--- config.mk ---
export PLATFORM = sky130hd
export DESIGN_NAME = forward_hazard_unit
export DESIGN_NICKNAME = d
export VERILOG_FILES = /design/src/rtl/forward_hazard_unit_pkg.sv /design/src/rtl/forward_hazard_unit_fwd_select.sv /design/src/rtl/forward_hazard_unit.sv
export SDC_FILE = /design/constraint.sdc
export NUM_CORES = 1
export LEC_CHECK = 0
export ABC_AREA = 1
export BUFFER_PORTS_ARGS = -buffer_cell sky130_fd_sc_hd__buf_4
export CAP_MARGIN = 25
export CELL_PAD_IN_SITES_DETAIL_PLACEMENT = 1
export CELL_PAD_IN_SITES_GLOBAL_PLACEMENT = 1
export CORE_AREA = 2 2 69 71
export DETAILED_ROUTE_END_ITERATION = 7
export DIE_AREA = 0 0 71 73
export PLACE_DENSITY_LB_ADDON = 0.1
export SYNTH_ARGS = -nofsm -noshare
export SYNTH_HDL_FRONTEND = slang
export SYNTH_SLANG_ARGS = --single-unit
--- constraint.sdc ---
create_clock -name clk -period 2.3 [get_ports clk]
set_input_delay 0.69 -clock clk [delete_from_list [all_inputs] [get_ports clk]]
set_output_delay 0.69 -clock clk [all_outputs]
set_load 0.02 [all_outputs]
--- src/rtl/forward_hazard_unit_pkg.sv ---
// =============================================================================
// forward_hazard_unit_pkg : shared core constants (register width, mux selects)
// Revision: 1.0
// =============================================================================
`default_nettype none

package forward_hazard_unit_pkg;

  localparam int         REG_AW  = 5;
  localparam logic [1:0] SEL_RF  = 2'd0;
  localparam logic [1:0] SEL_WB  = 2'd1;
  localparam logic [1:0] SEL_MEM = 2'd2;

endpackage

`default_nettype wire

--- src/rtl/forward_hazard_unit_fwd_select.sv ---
// =============================================================================
// fwd_select : picks the EX operand source for one source register
// Revision: 1.0
// =============================================================================
`default_nettype none

module fwd_select
  import forward_hazard_unit_pkg::*;
#(
  parameter int         REG_AW  = forward_hazard_unit_pkg::REG_AW,
  parameter logic [1:0] SEL_RF  = forward_hazard_unit_pkg::SEL_RF,
  parameter logic [1:0] SEL_WB  = forward_hazard_unit_pkg::SEL_WB,
  parameter logic [1:0] SEL_MEM = forward_hazard_unit_pkg::SEL_MEM
) (
  input  logic [REG_AW-1:0] i_rs,
  input  logic [REG_AW-1:0] i_mem_rd,
  input  logic              i_mem_reg_write,
  input  logic [REG_AW-1:0] i_wb_rd,
  input  logic              i_wb_reg_write,
  output logic [1:0]        o_sel
);

  // The younger producer (MEM) wins over WB; x0 is never a source.
  always_comb begin
    o_sel = SEL_RF;
    if (i_mem_reg_write && (i_mem_rd != '0) && (i_mem_rd == i_rs)) begin
      o_sel = SEL_MEM;
    end else if (i_wb_reg_write && (i_wb_rd != '0) && (i_wb_rd == i_rs)) begin
      o_sel = SEL_WB;
    end
  end

endmodule

`default_nettype wire

--- src/rtl/forward_hazard_unit.sv ---
// =============================================================================
// forward_hazard_unit : EX operand forwarding selects and load-use stall
// Revision: 1.0
// =============================================================================
`default_nettype none

module forward_hazard_unit
  import forward_hazard_unit_pkg::*;
#(
  parameter int         REG_AW  = forward_hazard_unit_pkg::REG_AW,
  parameter logic [1:0] SEL_RF  = forward_hazard_unit_pkg::SEL_RF,
  parameter logic [1:0] SEL_WB  = forward_hazard_unit_pkg::SEL_WB,
  parameter logic [1:0] SEL_MEM = forward_hazard_unit_pkg::SEL_MEM
) (
  input  logic              clk,
  input  logic              rst_n,
  input  logic              id_valid,
  input  logic [REG_AW-1:0] id_rs1,
  input  logic [REG_AW-1:0] id_rs2,
  input  logic [REG_AW-1:0] id_rd,
  input  logic              id_reg_write,
  input  logic              id_mem_read,
  input  logic              flush,
  input  logic              freeze,
  output logic [1:0]        fwd_a_sel,
  output logic [1:0]        fwd_b_sel,
  output logic              stall
);

  logic [REG_AW-1:0] r_ex_rs1, r_ex_rs2, r_ex_rd;
  logic              r_ex_reg_write, r_ex_mem_read;
  logic [REG_AW-1:0] r_mem_rd;
  logic              r_mem_reg_write, r_mem_mem_read;
  logic [REG_AW-1:0] r_wb_rd;
  logic              r_wb_reg_write;

  logic w_stall;
  logic w_ex_bubble;
  logic w_unused_mem_read;

  assign w_stall = id_valid && !flush && r_ex_mem_read && (r_ex_rd != '0) &&
                   ((r_ex_rd == id_rs1) || (r_ex_rd == id_rs2));
  assign w_ex_bubble       = w_stall || flush || !id_valid;
  assign stall             = w_stall;
  // MEM.mem_read is tracked for pipeline completeness but nothing consumes it.
  assign w_unused_mem_read = r_mem_mem_read;

  always_ff @(posedge clk or negedge rst_n) begin
    if (!rst_n) begin
      r_ex_rs1        <= '0;
      r_ex_rs2        <= '0;
      r_ex_rd         <= '0;
      r_ex_reg_write  <= 1'b0;
      r_ex_mem_read   <= 1'b0;
      r_mem_rd        <= '0;
      r_mem_reg_write <= 1'b0;
      r_mem_mem_read  <= 1'b0;
      r_wb_rd         <= '0;
      r_wb_reg_write  <= 1'b0;
    end else if (!freeze) begin
      r_wb_rd         <= r_mem_rd;
      r_wb_reg_write  <= r_mem_reg_write;
      r_mem_rd        <= r_ex_rd;
      r_mem_reg_write <= r_ex_reg_write;
      r_mem_mem_read  <= r_ex_mem_read;
      if (w_ex_bubble) begin
        r_ex_rs1       <= '0;
        r_ex_rs2       <= '0;
        r_ex_rd        <= '0;
        r_ex_reg_write <= 1'b0;
        r_ex_mem_read  <= 1'b0;
      end else begin
        r_ex_rs1       <= id_rs1;
        r_ex_rs2       <= id_rs2;
        r_ex_rd        <= id_rd;
        r_ex_reg_write <= id_reg_write;
        r_ex_mem_read  <= id_mem_read;
      end
    end
  end

  fwd_select #(
    .REG_AW (REG_AW),
    .SEL_RF (SEL_RF),
    .SEL_WB (SEL_WB),
    .SEL_MEM(SEL_MEM)
  ) u_fwd_a (
    .i_rs           (r_ex_rs1),
    .i_mem_rd       (r_mem_rd),
    .i_mem_reg_write(r_mem_reg_write),
    .i_wb_rd        (r_wb_rd),
    .i_wb_reg_write (r_wb_reg_write),
    .o_sel          (fwd_a_sel)
  );

  fwd_select #(
    .REG_AW (REG_AW),
    .SEL_RF (SEL_RF),
    .SEL_WB (SEL_WB),
    .SEL_MEM(SEL_MEM)
  ) u_fwd_b (
    .i_rs           (r_ex_rs2),
    .i_mem_rd       (r_mem_rd),
    .i_mem_reg_write(r_mem_reg_write),
    .i_wb_rd        (r_wb_rd),
    .i_wb_reg_write (r_wb_reg_write),
    .o_sel          (fwd_b_sel)
  );

endmodule

`default_nettype wire

==> summary.txt <==
Floorplanning
  • Die area: 0.00518 mm^2
  • Cell row count: 25
  • Initial Util: 39.0%
  • Die span in x: slightly above 70 um
  • Core area: approximately 0.0045 mm^2
  • Die Y: between 70 and 80 um
  • I/O pin cnt: 27

STA
  • Fmax: 454 MHz
  • Worst-Margin Slew: between 0.5 and 0.6 ns
  • Fin crit period: between 2 and 2.5 ns
  • Fin. Hold Viols: 0
  • Final worst clock skew: about 0.0079 ns
  • WHS: between 0.3 and 0.4 ns
  • Max_slew headroom: roughly 64%
  • Final setup fails: 0
  • Fin. max-slew vios: 0
  • Fin crit share: 95.8%
  • TNS Setup: 0 ns

Layout
  • Filler cells: around 580
  • Share of post-route cells with drive strength above 1: 26.0%
  • Fin nets: between 200 and 300
  • Most frequent cells in the layout: 61 x nand2_1, 29 x nor2_1, 28 x buf_4
  • Fin cells: approximately 320
  • Diode count: 0
  • Area Growth Syn to Fin: 20.2%
  • Most common cell after layout, fill and taps aside: nand2_1

CTS
  • CTS Sinks: 29
  • H-tree levels: 2
  • Clk slew on worst S/H paths: 0.07 ns
  • Clock Tree Buf Depth: 2
  • CTS Buf Count: 5
  • CTS root buf: clkbuf_8
  • Worst-skew pair later-pin latency: between 0.2 and 0.3 ns
  • TritonCTS clock tree: done
  • Post-CTS Setup Repair Bufs: 0

Place
  • Placer congestion estimate: 0.789
  • Placed insts: roughly 310
  • DP HPWL: around 3000 um
  • # port buffers: 26

Power and ir drop
  • Pwr Density: a little under 600 mW/mm^2
  • Pleak: 0.00113 uW
  • Max IR drop VDD: around 0.32 mV
  • Final Power: between 1000 and 1500 uW

GRT
  • First-pass GRT wire length: about 7600 um
  • Initial antenna violation count: 0
  • Grt total ovfl: 0
  • Number of global-route vias before repair: 1538
  • Largest net degree at the start of global routing: 59
  • GRT Total Usage: a little under a fifth

Drt
  • Post-Route WL: about 4200 um
  • Iter 0 DRT Violations: between 40 and 50
  • Final ANT Viol Nets: 0
  • Drt pass-1 iters: 4
  • # DRC: 0
  • DR vias/cell: 4.72
  • Via count: between 1.5k and 2k
  • Routed len/inst: 13.2 um

Min path
  • HP Class: input pin to asynchronous set/reset pin

Setup path
  • Crit end category: output pin
  • WP data required: ~1.6 ns
  • CP arrival: 1.51 ns
  • RR Startpoint: r_ex_rd[3]
  • Crit-path max FO: 4
  • Crit path cell chain: inv_2, nand3_4, o21ai_4, nor3_2, nor3_1, buf_4
  • CP startpoint: r_mem_rd[3]
  • Startpoint types: flip-flop
  • Kind of critical path: flip-flop to output pin
  • Largest stage delay, worst path: between 0.4 and 0.5 ns
  • CP max-delay cell: dfrtp_1

Yosys
  • Synth Warn #: 0
  • Synthesized instance count: between 200 and 250
  • Yosys cell types: 20
  • Syn nets: 259
  • Seq/Total Area, Yosys: between 40% and 50%
  • Yosys reg bits: 29
  • Synthesized area: roughly 0.0018 mm^2
  • Synthesized area per cell: between 7 and 8 um^2

Run
  • Max_cap viols: 0

Status
  • Status: complete, no violations
## report_power, final
part           internal [uW]  switching [uW]
Combinational            112             140
Sequential               545            43.1
Clock                    208             210
Total                    866             393
## synth_stat cells (all sizes together)
library cell / instances / area share, %
clkbuf: 3 / 0.64
nand3: 24 / 9.3
nand4: 2 / 0.71
nor2: 30 / 6.5
o21ai: 12 / 3.4
xor2: 4 / 2.0
inv: 31 / 6.6
xnor2: 18 / 8.9
a21oi: 2 / 0.57
nand2: 72 / 17
nor3: 5 / 1.4
dfrtp: 29 / 41
buf: 5 / 1.8
## worst max-delay path, delay by kind of cell (launching register included)
family / cells / cell delay [ns]
simple gates: 3 / 0.34
flops: 1 / 0.43
buf+inv: 2 / 0.27
compound gates: 1 / 0.18
## repair_timing
| action | in CTS | in global routing |
|---|---|---|
| hold buffers | 0 | 0 |
| cloned | 0 | 0 |
| endpoints found under the setup margin | 1 | 2 |
| resized for setup | 1 | 11 |
| pin swaps | 0 | 2 |
| hold endpoints to repair | 0 | 0 |
## stage by stage
stage	setup slack [ns]	util, %	cell area, um^2
CTS	0.0546	46.1	2090
finish	0.0977	46.9	2130
global route	-0.0140	46.9	2130
global placement	0.104	44.2	2000
floorplan	0.117	-	1770
detailed placement	0.100	44.2	2000
## kinds of logic after synthesis
group / Yosys count / share of synthesized area, %
xor+xnor: 22 / 10.9
simple gates: 133 / 35.1
flops: 29 / 41.0
compound gates: 14 / 3.96
buf+inv: 39 / 9.05
## layer usage
layer | up-vias | track usage [%] | part of all wire (%)
met1 | 693 | 25.0 | 47
met2 | 24 | 31.5 | 48
met5 | - | 0 | 0
met3 | 7 | 4.14 | 3.6
met4 | 0 | 6.92 | 1.7
li1 | 781 | - | -
## sequential cells by signal, indices dropped and copies added (netlist names)
register and flops:
r_ex_rd 5, r_ex_rs1 5, r_ex_rs2 5, r_mem_rd 5
r_wb_rd 5, r_ex_mem_read 1, r_ex_reg_write 1, r_mem_reg_write 1
r_wb_reg_write 1
## layout make-up
class	count	area (um^2)	share of cell area, %
Inverter	31	116	5.47
Sequential cell	29	728	34.3
Multi-Input combinational cell	169	917	43.1
Clock buffer	5	68.8	3.24
Tap cell	54	67.6	3.18
Timing Repair Buffer	28	210	9.89
Clock inverter	3	17.5	0.824
## worst paths after layout
| kind | to | slack [ns] | cells after the start |
|---|---|---|---|
| max in group asynchronous | r_mem_rd[1] | 1.65 | 1 |
| worst max-delay path | fwd_a_sel[0] | 0.1 | 6 |
| min in group clk | r_wb_reg_write | 0.48 | 2 |
| worst max register to register | r_ex_rs2[3] | 0.77 | 10 |
| worst min register to register | r_wb_reg_write | 0.48 | 2 |
| worst min-delay path | r_wb_rd[4] | 0.33 | 1 |
No activity file was read; power rests on OpenSTA's default activity.
